File: src/rtl/spike_rate_decoder_pkg.sv
`default_nettype none
// ============================================================================
// Module : spike_rate_decoder_pkg
// Brief  : Shared neuron-decoder types, default widths and constants.
// Rev    : 1.0
// ============================================================================
package spike_rate_decoder_pkg;

  typedef enum logic [0:0] {
    IDLE  = 1'b0,
    COUNT = 1'b1
  } state_e;

  localparam int WIN_W_DEF = 8;
  localparam int CNT_W_DEF = 8;

  // Reported as first-spike latency when a window saw no spike.
  localparam logic [WIN_W_DEF-1:0] LAT_NONE = '1;

endpackage : spike_rate_decoder_pkg
`default_nettype wire

File: src/rtl/spike_rate_decoder_edge_detect.sv
`default_nettype none
// ============================================================================
// Module : spike_edge_detect
// Brief  : Registers the spike line and flags its rising edges as events.
// Rev    : 1.0
// ============================================================================
module spike_edge_detect (
  input  logic clk,
  input  logic rst_n,
  input  logic spike_i,
  output logic event_o
);

  logic spike_q;

  always_ff @(posedge clk or negedge rst_n) begin
    if (!rst_n) begin
      spike_q <= 1'b0;
    end else begin
      spike_q <= spike_i;
    end
  end

  assign event_o = spike_i & ~spike_q;

endmodule : spike_edge_detect
`default_nettype wire

File: src/rtl/spike_rate_decoder.sv
`default_nettype none
// ============================================================================
// Module : spike_rate_decoder
// Brief  : Decodes a neuron spike train into spike count and first-spike
//          latency per window, delivered through a one-entry valid/ready buffer.
// Rev    : 1.0
// ============================================================================
module spike_rate_decoder
  import spike_rate_decoder_pkg::*;
#(
  parameter int WIN_W = WIN_W_DEF,
  parameter int CNT_W = CNT_W_DEF
) (
  input  logic             clk,
  input  logic             rst_n,
  input  logic             ena,
  input  logic             spike_in,
  input  logic [WIN_W-1:0] window_len,
  output logic [CNT_W-1:0] rate_out,
  output logic [WIN_W-1:0] first_lat,
  output logic             no_spike,
  output logic             sat,
  output logic             rate_valid,
  input  logic             rate_ready,
  output logic             overrun
);

  localparam logic [CNT_W-1:0] CNT_MAX = '1;

  state_e           state_q, state_d;
  logic [WIN_W-1:0] win_cnt_q, win_cnt_d;
  logic [WIN_W-1:0] idx_q, idx_d;
  logic [WIN_W-1:0] lat_q, lat_d;
  logic [CNT_W-1:0] cnt_q, cnt_d;
  logic             seen_q, seen_d;
  logic             sat_int_q, sat_int_d;

  logic [CNT_W-1:0] rate_q, rate_d;
  logic [WIN_W-1:0] first_lat_q, first_lat_d;
  logic             no_spike_q, no_spike_d;
  logic             sat_q, sat_d;
  logic             valid_q, valid_d;
  logic             overrun_q, overrun_d;

  logic             spike_event;
  logic             win_end;
  logic [CNT_W-1:0] cnt_fin;
  logic [WIN_W-1:0] lat_fin;
  logic             seen_fin;
  logic             sat_fin;
  logic [WIN_W-1:0] win_len_m1;

  spike_edge_detect u_edge (
    .clk     (clk),
    .rst_n   (rst_n),
    .spike_i (spike_in),
    .event_o (spike_event)
  );

  // window_len of 0 wraps to all-ones, giving a full 2^WIN_W cycle window.
  assign win_len_m1 = window_len - WIN_W'(1);
  assign win_end    = (state_q == COUNT) && (win_cnt_q == '0);

  // Window totals including the current cycle's event, used at window end.
  always_comb begin
    cnt_fin  = (spike_event && (cnt_q != CNT_MAX)) ? cnt_q + CNT_W'(1) : cnt_q;
    sat_fin  = sat_int_q | (spike_event & (cnt_q == CNT_MAX));
    seen_fin = seen_q | spike_event;
    lat_fin  = (spike_event && !seen_q) ? idx_q : lat_q;
  end

  always_comb begin
    state_d   = state_q;
    win_cnt_d = win_cnt_q;
    idx_d     = idx_q;
    lat_d     = lat_q;
    cnt_d     = cnt_q;
    seen_d    = seen_q;
    sat_int_d = sat_int_q;
    case (state_q)
      IDLE: begin
        if (ena) begin
          state_d   = COUNT;
          win_cnt_d = win_len_m1;
          idx_d     = '0;
          lat_d     = '1;
          cnt_d     = '0;
          seen_d    = 1'b0;
          sat_int_d = 1'b0;
        end
      end
      COUNT: begin
        if (win_end) begin
          // Back-to-back windows restart here with no gap cycle.
          if (ena) begin
            win_cnt_d = win_len_m1;
            idx_d     = '0;
            lat_d     = '1;
            cnt_d     = '0;
            seen_d    = 1'b0;
            sat_int_d = 1'b0;
          end else begin
            state_d = IDLE;
          end
        end else if (!ena) begin
          state_d = IDLE;
        end else begin
          cnt_d     = cnt_fin;
          sat_int_d = sat_fin;
          seen_d    = seen_fin;
          lat_d     = lat_fin;
          idx_d     = idx_q + WIN_W'(1);
          win_cnt_d = win_cnt_q - WIN_W'(1);
        end
      end
      default: state_d = IDLE;
    endcase
  end

  always_comb begin
    rate_d      = rate_q;
    first_lat_d = first_lat_q;
    no_spike_d  = no_spike_q;
    sat_d       = sat_q;
    valid_d     = valid_q;
    overrun_d   = overrun_q;
    if (win_end) begin
      rate_d      = cnt_fin;
      first_lat_d = seen_fin ? lat_fin : '1;
      no_spike_d  = ~seen_fin;
      sat_d       = sat_fin;
      valid_d     = 1'b1;
      if (valid_q && !rate_ready) begin
        overrun_d = 1'b1;
      end
    end else if (valid_q && rate_ready) begin
      valid_d = 1'b0;
    end
  end

  always_ff @(posedge clk or negedge rst_n) begin
    if (!rst_n) begin
      state_q     <= IDLE;
      win_cnt_q   <= '0;
      idx_q       <= '0;
      lat_q       <= '1;
      cnt_q       <= '0;
      seen_q      <= 1'b0;
      sat_int_q   <= 1'b0;
      rate_q      <= '0;
      first_lat_q <= '1;
      no_spike_q  <= 1'b0;
      sat_q       <= 1'b0;
      valid_q     <= 1'b0;
      overrun_q   <= 1'b0;
    end else begin
      state_q     <= state_d;
      win_cnt_q   <= win_cnt_d;
      idx_q       <= idx_d;
      lat_q       <= lat_d;
      cnt_q       <= cnt_d;
      seen_q      <= seen_d;
      sat_int_q   <= sat_int_d;
      rate_q      <= rate_d;
      first_lat_q <= first_lat_d;
      no_spike_q  <= no_spike_d;
      sat_q       <= sat_d;
      valid_q     <= valid_d;
      overrun_q   <= overrun_d;
    end
  end

  assign rate_out   = rate_q;
  assign first_lat  = first_lat_q;
  assign no_spike   = no_spike_q;
  assign sat        = sat_q;
  assign rate_valid = valid_q;
  assign overrun    = overrun_q;

endmodule : spike_rate_decoder
`default_nettype wire

File: config.mk
export PLATFORM = sky130hd
export DESIGN_NAME = spike_rate_decoder
export DESIGN_NICKNAME = d
export VERILOG_FILES = /design/src/rtl/spike_rate_decoder_pkg.sv /design/src/rtl/spike_rate_decoder_edge_detect.sv /design/src/rtl/spike_rate_decoder.sv
export SDC_FILE = /design/constraint.sdc
export NUM_CORES = 1
export LEC_CHECK = 0
export CAP_MARGIN = 20
export CORE_MARGIN = 5
export CORE_UTILIZATION = 60
export CTS_BUF_LIST = sky130_fd_sc_hd__clkbuf_4
export DETAILED_ROUTE_END_ITERATION = 10
export GPL_ROUTABILITY_DRIVEN = 0
export PLACE_DENSITY = 0.93
export SETUP_SLACK_MARGIN = 0.3
export SLEW_MARGIN = 20
export SYNTH_ARGS = -nofsm -noshare
export SYNTH_HDL_FRONTEND = slang
export SYNTH_SLANG_ARGS = --single-unit
File: constraint.sdc
create_clock -name clk -period 3.3 [get_ports clk]
set_clock_uncertainty 0.1 [all_clocks]
set_input_delay 0.33 -clock clk [delete_from_list [all_inputs] [get_ports clk]]
set_output_delay 0.33 -clock clk [all_outputs]
set_load 0.01 [all_outputs]
==> impl_summary.log <==
INFO  metric floorplan.rows = 25
INFO  metric floorplan.die_area = 6270 sq um
INFO  metric fin_crit_sh = about three quarters
INFO  metric critPathLaunchType = register
INFO  metric area_taken_by_flip_flops_and_latches = 1420 sq um
INFO  metric vias_in_the_first_global_route = 2,273
INFO  metric final_cells = 383
INFO  metric wire_length_of_the_first_global_routing_pass = 10.8 mm
INFO  metric run_status = finished clean
INFO  metric max-slew-margin-rel = 53.6%
INFO  metric yosysWarnings = 0
INFO  metric die-width = a little under 80 um
INFO  metric wl_per_cell = 16.1 um
INFO  metric drt_iter0_markers = 334
INFO  metric max_cap_violations = 0
INFO  metric synth_top_cells_by_area = dfrtp_1 35%, dfstp_2 15%, o21ai_0 6.4%
INFO  metric resized_cells_post_cts = 0
INFO  metric worst-slew-pin-transition = 0.693 ns
INFO  metric reg2reg_depth = 6
INFO  metric grt_start_max_net_pins = 52
INFO  metric cts_tree = done
INFO  metric dpl_cell_area = 3230 sq um
INFO  metric io_pins = 33
INFO  metric number_of_inserted_filler_cells_in_the_final_layout = 350
INFO  metric setup.worst_path.class = register to register
INFO  metric synthesis.area = 2870 sq um
INFO  metric critical_path.endpoint_type = register
INFO  metric syn-instance-count = 296
INFO  metric dominantRegCellSynth = dfrtp_1
INFO  metric ys_seq_elements = 56
INFO  metric synth-seq-area-share = 49.5%
INFO  metric vias = 2,414
INFO  metric synth_area_per_cell = 9.71 sq um
INFO  metric footprint_of_the_multi_input_gates = 1340 sq um
INFO  metric start_util = between 60% and 70%
INFO  metric final_area = 3300 sq um
INFO  metric fin_crit = around 2.4 ns
INFO  metric vdd.ir_drop.worst = 205 uV
INFO  metric slew_viol_final = 0
INFO  metric insertion_delay_to_the_later_sink_of_the_worst_skew_pair = 0.38 ns
INFO  metric post-route-drc-count = 0
INFO  metric timing.reg2reg.setup_slack = 0.86 ns
INFO  metric layout-drive-gt1-share = 10.6%
INFO  metric place.detailed.hpwl = 4.42 mm
INFO  metric dpl.cell_count = 374
INFO  metric synth-edff-count = 0
INFO  metric cts_inserted_buffers = 5
INFO  metric setup-violations-final = 0
INFO  metric worst_hold_path_type = primary input to async pin
INFO  metric report.final.hold_viol_count = 0
INFO  metric postRouteAntennaNets = 0
INFO  metric firstDrtPassIters = 4
INFO  metric most_frequent_cell_after_synthesis = dfrtp_1
INFO  metric crit_fanout = 22
INFO  metric leakage = approximately 0.0014 uW
INFO  metric post-synth-top-area-cell = dfrtp_1
INFO  metric num-nets-final = 346
INFO  metric post-synth-top-area-fraction = between 30% and 40%
INFO  metric core_area = 4690 sq um
INFO  metric cts_root_buf = clkbuf_4
INFO  metric arrival = 2.62 ns
INFO  metric ctsHtreeMaxLevel = 2
INFO  metric fmax = 410 MHz
INFO  metric synth_common_cells = 40 x dfrtp_1, 37 x o21ai_0, 23 x nand2_1
INFO  metric post_synthesis_net_count = 314
INFO  metric finish.utilization = 70.3%
INFO  metric r2r-end = cnt_q[1]
INFO  metric worst_ep_required_time = 3.48 ns
INFO  metric diodes = 0
INFO  metric clock-sinks = 56
INFO  metric flow.area_growth_from_synthesis = 14.8%
INFO  metric die_height = 79.2 um
INFO  metric grt_overflow_total = 0
INFO  metric grt_setup_unrepaired = false
INFO  metric power_per_cell_area = 503 nW/um^2
INFO  metric grt_usage = 21.8%
INFO  metric worstReg2RegStart = win_cnt_q[0]
INFO  metric finalWirelength = 6.16 mm
INFO  metric synth.distinct_cells = between 40 and 50
INFO  metric vias_per_cell = 6.30
INFO  metric portBuffers = 32
INFO  metric antenna_found_initial = 0
INFO  metric postSynth.asyncResetShare = 100%
INFO  metric finalSetupTns = 0 ns
INFO  metric clockBufferDepth = 2
INFO  metric worst_setup_hold_path_clk_slew = 0.16 ns
## worst max path at each step
| stage | start | to | slack (ns) | cells past startpoint |
|---|---|---|---|---|
| 3_5_place_dp | win_cnt_q[0] | cnt_q[1] | 0.90 | 6 |
| 4_1_cts | win_cnt_q[0] | cnt_q[1] | 0.88 | 6 |
| 5_1_grt | win_cnt_q[0] | cnt_q[1] | 0.68 | 6 |
| 6_report | win_cnt_q[0] | cnt_q[1] | 0.86 | 6 |
| 2_1_floorplan | win_cnt_q[0] | win_cnt_q[5] | 1.25 | 7 |
| 3_3_place_gp | win_cnt_q[0] | cnt_q[1] | 0.94 | 6 |
## metrics by stage
step	worst slack (ns)	hold slack (ns)	power, uW
2_1_floorplan	1.25	-0.0656	1140
3_3_place_gp	0.941	0.359	1350
3_5_place_dp	0.903	0.369	1390
4_1_cts	0.885	0.0655	1670
5_1_grt	0.683	0.359	1770
6_report	0.859	0.382	1660
## registers in the layout (all words and copies together), names as in the netlist, 8 cells and up
signal,count
first_lat,8
lat_q,8
cnt_q,8
win_cnt_q,8
rate_out,8
idx_q,8
## final cells by class
type	instances	share of cell area [%]
Clock inverter	3	0.531
Tap cell	54	2.05
Multi-Input combinational cell	212	40.5
Clock buffer	5	1.14
Sequential cell	56	43.1
Timing Repair Buffer	37	10.8
Inverter	16	1.82
## what timing repair did
item,4_1_cts,5_1_grt
endpoints found under the hold margin,0,40
hold buffers,0,1
endpoints found under the setup margin,0,0
buffers inserted,0,0
## routing by layer
| metal | GRT usage [%] | wire [um] | vias up |
|---|---|---|---|
| met5 | 0 | 0 | - |
| met4 | 8.42 | 119 | 0 |
| met3 | 3.63 | 387 | 12 |
| met2 | 35.9 | 2990 | 101 |
| met1 | 28.9 | 2670 | 1152 |
| li1 | - | - | 1149 |
## worst max-delay path: stages, from the launching register on
cell,delay (ns)
dfrtp_1,0.43
inv_1,0.12
ha_1,0.18
or3b_2,0.49
o21ai_4,0.45
nor2_1,0.26
a32o_1,0.32
## placed cells by master (no fill, tap or decap), drive strengths merged, types with 6 or more instances in the layout
cell,Yosys,final
dfrtp,40,40
o21ai,40,40
clkdlybuf4s50,0,31
nand2,23,23
a21oi,21,21
inv,16,17
dfstp,16,16
nor2,15,15
nand3,10,10
nor3,8,8
o22a,8,8
nor4,7,7
a22o,7,7
xnor2,6,6
xor2,6,6
## where the power goes
part | total (uW) | leakage, uW | internal (uW) | switching (uW)
registers | 920 | 0.000654 | 828 | 92.3
logic | 448 | 0.000714 | 235 | 213
clock network | 292 | 0.0000330 | 82.8 | 210
## cell families after synthesis
kind of cell | count (synthesis) | share of synthesized area [%]
XOR/XNOR | 12 | 3.66
AO/OA/AOI/OAI | 102 | 22.9
adder cells (fa/ha/maj) | 5 | 2.18
buffers and inverters | 28 | 4.01
AND/OR/NAND/NOR | 87 | 15.6
flip-flops | 56 | 49.5
multiplexers | 6 | 2.18
(Power assumes the default switching activity.)
